==> config.mk <==
export PLATFORM = sky130hd
export DESIGN_NAME = sched_ctrl_flat
export DESIGN_NICKNAME = d
export VERILOG_FILES = /design/src/rtl/sched_ctrl_if.sv /design/src/rtl/sched_ctrl.sv /design/src/flat_wrapper.sv
export SDC_FILE = /design/constraint.sdc
export NUM_CORES = 1
export LEC_CHECK = 0
export ABC_CLOCK_PERIOD_IN_PS = 14600
export BUFFER_PORTS_ARGS = -buffer_cell sky130_fd_sc_hd__buf_2
export CORE_MARGIN = 2
export CORE_UTILIZATION = 32
export CTS_BUF_LIST = sky130_fd_sc_hd__clkbuf_4 sky130_fd_sc_hd__clkbuf_8 sky130_fd_sc_hd__clkbuf_16
export CTS_CLUSTER_DIAMETER = 80
export DETAILED_ROUTE_END_ITERATION = 12
export PLACE_DENSITY_LB_ADDON = 0.1
export SETUP_SLACK_MARGIN = 0.5
export SKIP_CTS_REPAIR_TIMING = 1
export SLEW_MARGIN = 20
export SYNTH_ARGS = -nofsm -noshare
export SYNTH_HDL_FRONTEND = slang
export SYNTH_SLANG_ARGS = --single-unit
==> constraint.sdc <==
create_clock -name sys_clk -period 14.6 [get_ports sys_clk]
set_clock_uncertainty 0.1 [all_clocks]
set_input_delay 4.38 -clock sys_clk [delete_from_list [all_inputs] [get_ports sys_clk]]
set_output_delay 4.38 -clock sys_clk [all_outputs]
set_load 0.03 [all_outputs]
==> src/rtl/sched_ctrl_if.sv <==
// Bus between the message-block source, the schedule controller and the round engine.
// Valid/ready: a block moves when blk_valid && blk_ready; a word W[t] moves when w_valid && w_ready.
interface sched_ctrl_if;
    logic         blk_valid;
    logic [511:0] blk_data;
    logic         blk_ready;
    logic         abort;
    logic         w_valid;
    logic         w_ready;
    logic [31:0]  w_data;
    logic [5:0]   w_idx;
    logic         busy;
    logic         done;
    logic [1:0]   dbg_state;

    modport slave (
        input  blk_valid, blk_data, abort, w_ready,
        output blk_ready, w_valid, w_data, w_idx, busy, done, dbg_state
    );

    modport master (
        output blk_valid, blk_data, abort, w_ready,
        input  blk_ready, w_valid, w_data, w_idx, busy, done, dbg_state
    );
endinterface

==> src/rtl/sched_ctrl.sv <==
// SHA-256 message-schedule generator: loads a 512-bit block into a 16-word window
// and streams W[0..63] to the round engine, extending the window by one word per transfer.
module sched_ctrl (
    input  logic        sys_clk,
    input  logic        rst,
    sched_ctrl_if.slave bus
);

    typedef enum logic [1:0] {
        S_IDLE = 2'd0,
        S_RUN  = 2'd1,
        S_DONE = 2'd2
    } state_t;

    state_t      r_state;
    logic [31:0] r_win [16];
    logic [5:0]  r_t;
    logic        r_w_valid;
    logic        r_blk_ready;
    logic        r_busy;
    logic        r_done;

    logic        w_xfer;
    logic        w_load;
    logic [31:0] w_sig0;
    logic [31:0] w_sig1;
    logic [31:0] w_next;

    function automatic logic [31:0] sigma0(input logic [31:0] x);
        return {x[6:0], x[31:7]} ^ {x[17:0], x[31:18]} ^ {3'b000, x[31:3]};
    endfunction

    function automatic logic [31:0] sigma1(input logic [31:0] x);
        return {x[16:0], x[31:17]} ^ {x[18:0], x[31:19]} ^ {10'b0, x[31:10]};
    endfunction

    // r_w_valid is only ever set in RUN and r_blk_ready only in IDLE
    assign w_xfer = r_w_valid & bus.w_ready;
    assign w_load = r_blk_ready & bus.blk_valid & ~bus.abort;

    assign w_sig0 = sigma0(r_win[1]);
    assign w_sig1 = sigma1(r_win[14]);
    assign w_next = w_sig1 + r_win[9] + w_sig0 + r_win[0];

    always_ff @(posedge sys_clk) begin
        if (rst) begin
            r_state     <= S_IDLE;
            r_t         <= 6'd0;
            r_w_valid   <= 1'b0;
            r_blk_ready <= 1'b1;
            r_busy      <= 1'b0;
            r_done      <= 1'b0;
            for (int i = 0; i < 16; i++) begin
                r_win[i] <= 32'd0;
            end
        end else begin
            case (r_state)
                S_IDLE: begin
                    r_done <= 1'b0;
                    if (w_load) begin
                        for (int i = 0; i < 16; i++) begin
                            r_win[i] <= bus.blk_data[511 - 32*i -: 32];
                        end
                        r_t         <= 6'd0;
                        r_state     <= S_RUN;
                        r_w_valid   <= 1'b1;
                        r_busy      <= 1'b1;
                        r_blk_ready <= 1'b0;
                    end
                end
                S_RUN: begin
                    if (w_xfer) begin
                        for (int i = 0; i < 15; i++) begin
                            r_win[i] <= r_win[i+1];
                        end
                        r_win[15] <= w_next;
                    end
                    // Abort overrides the end-of-block transition taken by a coincident transfer
                    if (bus.abort) begin
                        r_state     <= S_IDLE;
                        r_w_valid   <= 1'b0;
                        r_busy      <= 1'b0;
                        r_blk_ready <= 1'b1;
                        r_done      <= 1'b0;
                    end else if (w_xfer) begin
                        if (r_t == 6'd63) begin
                            r_state   <= S_DONE;
                            r_w_valid <= 1'b0;
                            r_done    <= 1'b1;
                        end else begin
                            r_t <= r_t + 6'd1;
                        end
                    end
                end
                S_DONE: begin
                    r_state     <= S_IDLE;
                    r_done      <= 1'b0;
                    r_busy      <= 1'b0;
                    r_blk_ready <= 1'b1;
                end
                default: begin
                    r_state     <= S_IDLE;
                    r_w_valid   <= 1'b0;
                    r_done      <= 1'b0;
                    r_busy      <= 1'b0;
                    r_blk_ready <= 1'b1;
                end
            endcase
        end
    end

    assign bus.blk_ready = r_blk_ready;
    assign bus.w_valid   = r_w_valid;
    assign bus.w_data    = r_win[0];
    assign bus.w_idx     = r_t;
    assign bus.busy      = r_busy;
    assign bus.done      = r_done;
    assign bus.dbg_state = r_state;

endmodule
==> src/flat_wrapper.sv <==
// flat-port wrapper written by rule: the top's interface ports become plain ports
module sched_ctrl_flat 
  (sys_clk, rst, bus_blk_valid, bus_blk_data, bus_abort, bus_w_ready, bus_blk_ready, bus_w_valid, bus_w_data, bus_w_idx, bus_busy, bus_done, bus_dbg_state);
  sched_ctrl_if bus_i ();
  input  logic sys_clk;
  input  logic rst;
  input wire logic [$bits(bus_i.blk_valid)-1:0] bus_blk_valid;
  input wire logic [$bits(bus_i.blk_data)-1:0] bus_blk_data;
  input wire logic [$bits(bus_i.abort)-1:0] bus_abort;
  input wire logic [$bits(bus_i.w_ready)-1:0] bus_w_ready;
  output wire logic [$bits(bus_i.blk_ready)-1:0] bus_blk_ready;
  output wire logic [$bits(bus_i.w_valid)-1:0] bus_w_valid;
  output wire logic [$bits(bus_i.w_data)-1:0] bus_w_data;
  output wire logic [$bits(bus_i.w_idx)-1:0] bus_w_idx;
  output wire logic [$bits(bus_i.busy)-1:0] bus_busy;
  output wire logic [$bits(bus_i.done)-1:0] bus_done;
  output wire logic [$bits(bus_i.dbg_state)-1:0] bus_dbg_state;
  assign bus_i.blk_valid = bus_blk_valid;
  assign bus_i.blk_data = bus_blk_data;
  assign bus_i.abort = bus_abort;
  assign bus_i.w_ready = bus_w_ready;
  assign bus_blk_ready = bus_i.blk_ready;
  assign bus_w_valid = bus_i.w_valid;
  assign bus_w_data = bus_i.w_data;
  assign bus_w_idx = bus_i.w_idx;
  assign bus_busy = bus_i.busy;
  assign bus_done = bus_i.done;
  assign bus_dbg_state = bus_i.dbg_state;
  sched_ctrl u_core (.sys_clk(sys_clk), .rst(rst), .bus(bus_i));
endmodule
==> key figures <==
Yosys
  – Synthesized area: 0.02542 sq mm
  – Flip-flop and latch count after synthesis: ~520
  – Asr flop ratio synth: 0%
  – Post-synth EDFFs: between 500 and 600
  – Seq/Total Area, Yosys: 61.43%
  – Library cells used by synthesis: 54
  – Synth Area in Compound Gates: between 20% and 30%
  – Xor-xnor portion of the synthesized cell area: under 10%
  – Synth Net Count: approximately 2400
  – Simple logic cell fraction of the synthesized area: under 10%
  – Largest family of logic cells by synthesized area: compound AO/OA/AOI/OAI gates
  – Post-synthesis mux area share: less than 1%
  – Syn Area/Cell: roughly 14 sq um
  – Top FF cell, synth: edfxtp_1
  – Synthesis Warnings: 0
  – Synth Instances: about 1800
  – Adder-Cell Fraction of Synth Area: between 6 and 7%

Drt
  – Via density: 5.106
  – Met2 wire length: between 40000 and 50000 um
  – DRC Markers: 0
  – Via count: 17510
  – Post-DRT Antenna Nets: 0
  – Met3 Routed Length: ~6400 um
  – Highest metal used: met5
  – Post-Route WL: approximately 93000 um
  – Initial drt markers: ~1500
  – Detailed-route wire length per cell: ~27 um
  – Wl on met1: ~40000 um
  – Drt pass-1 iters: 5

Flow run
  – Max-cap viol count: 0

Power
  – Sw frac: about a third
  – Combinational power share: around 30%
  – LEAKAGE: around 13 nW
  – Power density over the cells: about 160 mW/mm^2
  – Peak supply drop: 0.0001060 V
  – Tot Pwr: about 0.0050 W
  – Net Sw Power: between 0.0015 and 0.002 W
  – Clock network power share: approximately a third
  – Sequential fraction of design power: a little under two fifths
  – Cell internal pwr: 0.003301 W

Clocking
  – Clock latency on the worst-skew pair: 0.64 ns
  – Clock transition at path regs: about 0.060 ns
  – CTS H-tree lvls: 2
  – Cts bufs inserted: slightly above 60
  – TritonCTS clock tree: done
  – Clock sinks: ~520
  – Clock buffer depth: 3
  – CTS Root Cell: clkbuf_16

STA
  – Fin crit share: about half
  – Final Max Tran Viols: 0
  – Final period demand of the worst path: roughly 7.4 ns
  – Finish-stage setup viols: 0
  – Max Clock Freq: around 140 MHz
  – Worst-margin pin slew: between 1 and 1.5 ns
  – Unrepaired setup endpoints after global routing: no
  – Hold Violations, Final: 0
  – Slew margin rel.: 11.14%
  – Setup TNS: 0 ns

Worst hold path
  – Worst hold path class: reg -> reg

GRT
  – Initial antenna violation count: 38
  – Total track usage: between 20% and 30%
  – Global-route wire length before repair: around 130000 um
  – Vias in the first global route: between 15000 and 20000
  – Congestion Overflow GR: 0
  – Largest net degree at the start of global routing: approximately 180

Final layout
  – FILL cells: 7619
  – Layout cells sized above 1: a little under 30%
  – Fin nets: 2924
  – Area Growth Syn to Fin: 23.50%

Die
  – Horiz. Die Dim: roughly 290 um
  – Die Area: 0.08171 sq mm
  – Total I/O pin count: ~560
  – Initial core utilization: 32.23%
  – Core Footprint: 0.07887 sq mm
  – Num rows: approximately 100
  – Chip Height: around 290 um

Worst setup path
  – Crit path max fanout: 95
  – Crit start category: primary input
  – Worst Path Arrival: 7.75 ns
  – Critical path endpoint category: register
  – Crit Path Class: in -> reg
  – Required time of the critical path: approximately 15 ns

Placed design
  – HPWL Detailed: between 70000 and 80000 um
  – GPL Wtd Cong: between 0.8 and 0.9
  – IO buf count: 560

Outcome
  – Outcome: finished, final reports clean
critical path, cell delays in order:
cell and delay (ns):
buf_2 0.15, nor3_1 0.24, nand2b_1 0.34, nor2_4 0.63
buf_4 0.73, buf_4 0.89, a22o_1 0.29
power groups by stage:
stage          clock network (W)  logic, W  registers, W
6_report                 0.00163   0.00148       0.00188
5_1_grt                  0.00172   0.00162       0.00188
4_1_cts                  0.00166   0.00147       0.00188
3_5_place_dp                   0   0.00145       0.00191
3_3_place_gp                   0   0.00145       0.00191
2_1_floorplan                  0  0.000969       0.00189
worst paths after layout:
path / from / endpoint / slack, ns / depth (start not counted)
max reg2reg: u_core.r_win[1][8]$_SDFFCE_PN0P_ / u_core.r_win[15][27]$_DFFE_PP_ / 9.33 / 17
max: bus_abort / u_core.r_win[5][16]$_SDFFCE_PN0P_ / 7.25 / 7
min reg2reg: u_core.bus.done$_SDFFE_PP0P_ / u_core.bus.done$_SDFFE_PP0P_ / 0.41 / 2
min: u_core.bus.done$_SDFFE_PP0P_ / u_core.bus.done$_SDFFE_PP0P_ / 0.41 / 2
state kept, by name, summed over array words and instances (netlist names):
signal	count
u_core.r_win	512
u_core.bus.w_valid	1
u_core.bus.done	1
u_core.bus.busy	1
u_core.bus.dbg_state	2
u_core.bus.blk_ready	1
u_core.bus.w_idx	6
area by class of cell:
cell class              instances  area [sq um]  share of cell area (%)
flip-flops and latches        524         15620                   49.74
multi-input cells            1002          8773                   27.95
repair buffers                577          2955                   9.413
clock buffers                  67          1589                   5.061
well taps                    1050          1314                   4.185
clock inverters                49         561.8                   1.789
inverters                     147         551.8                   1.758
diodes                         14         35.03                  0.1116
routing by layer:
| layer | global-route usage, % | up-vias |
|---|---|---|
| met2 | 36.38 | 633 |
| met4 | 6.191 | 32 |
| met5 | 0 | - |
| met1 | 28.91 | 8688 |
| li1 | - | 8004 |
| met3 | 5.359 | 157 |
stage by stage:
step | area, sq um | setup slack [ns] | hold slack (ns) | cells | utilization [%]
finish | 31400 | 7.248 | 0.4092 | 3430 | 39.81
global route | 31390 | 7.070 | 0.4302 | 3428 | 39.80
CTS | 31360 | 7.249 | 0.4121 | 3416 | 39.76
detailed placement | 29210 | 6.580 | 0.4035 | 3300 | 37.03
global placement | 29210 | 6.678 | 0.3825 | 3300 | 37.03
floorplan | 25420 | 2.956 | 0.4119 | 1798 | -
cell families (layout without fill, tap and decap cells):
| logic type | Yosys count | count (layout) |
|---|---|---|
| buffers and inverters | 272 | 840 |
| DFF | 524 | 524 |
| muxes | 3 | 3 |
| AOI/OAI and AO/OA | 615 | 615 |
| adders and majority gates | 94 | 94 |
| other | 0 | 14 |
| xor gates and xnor gates | 148 | 148 |
| and+or+nand+nor | 142 | 142 |
synthesized netlist by cell type, types with 11 or more instances:
cell type    n  area, sq um
edfxtp_1   512        15370
fa_1        62         1241
o21ai_0     39        195.2
dfxtp_1     12        240.2
xnor2_1    121         1060
a21o_1      14        105.1
ha_1        32        400.4
nand2_1     54        202.7
xor2_1      27        236.5
a22o_1     484         4239
inv_1      147        551.8
nor3_1      11        55.05
clkbuf_1    82        307.8
nor2_1      31        116.4
a21oi_1     33        165.2
buf_2       34        170.2
placed cells by master (no fill, tap or decap), types with 4 or more instances in the layout:
| cell type | Yosys | final |
|---|---|---|
| xor2_1 | 27 | 27 |
| clkbuf_4 | 0 | 5 |
| nand2_1 | 54 | 51 |
| nand3_1 | 10 | 10 |
| clkinvlp_4 | 0 | 7 |
| o21ai_0 | 39 | 39 |
| nor3_1 | 11 | 11 |
| a21oi_1 | 33 | 33 |
| bufinv_16 | 0 | 10 |
| clkbuf_16 | 0 | 62 |
| o21ai_1 | 5 | 5 |
| buf_4 | 2 | 15 |
| nand2b_1 | 8 | 8 |
| nor2_1 | 31 | 29 |
| a22o_1 | 484 | 484 |
| inv_1 | 147 | 147 |
| a21o_1 | 14 | 14 |
| diode_2 | 0 | 14 |
| buf_2 | 34 | 560 |
| o31ai_1 | 4 | 4 |
| clkinv_2 | 0 | 10 |
| fa_1 | 62 | 62 |
| clkinv_1 | 0 | 13 |
| edfxtp_1 | 512 | 512 |
| a31oi_1 | 4 | 4 |
| ha_1 | 32 | 32 |
| nand4_1 | 10 | 10 |
| xnor2_1 | 121 | 121 |
| o21a_1 | 6 | 6 |
| dfxtp_1 | 12 | 12 |
Note: power is estimated with default switching activity, not from simulation.
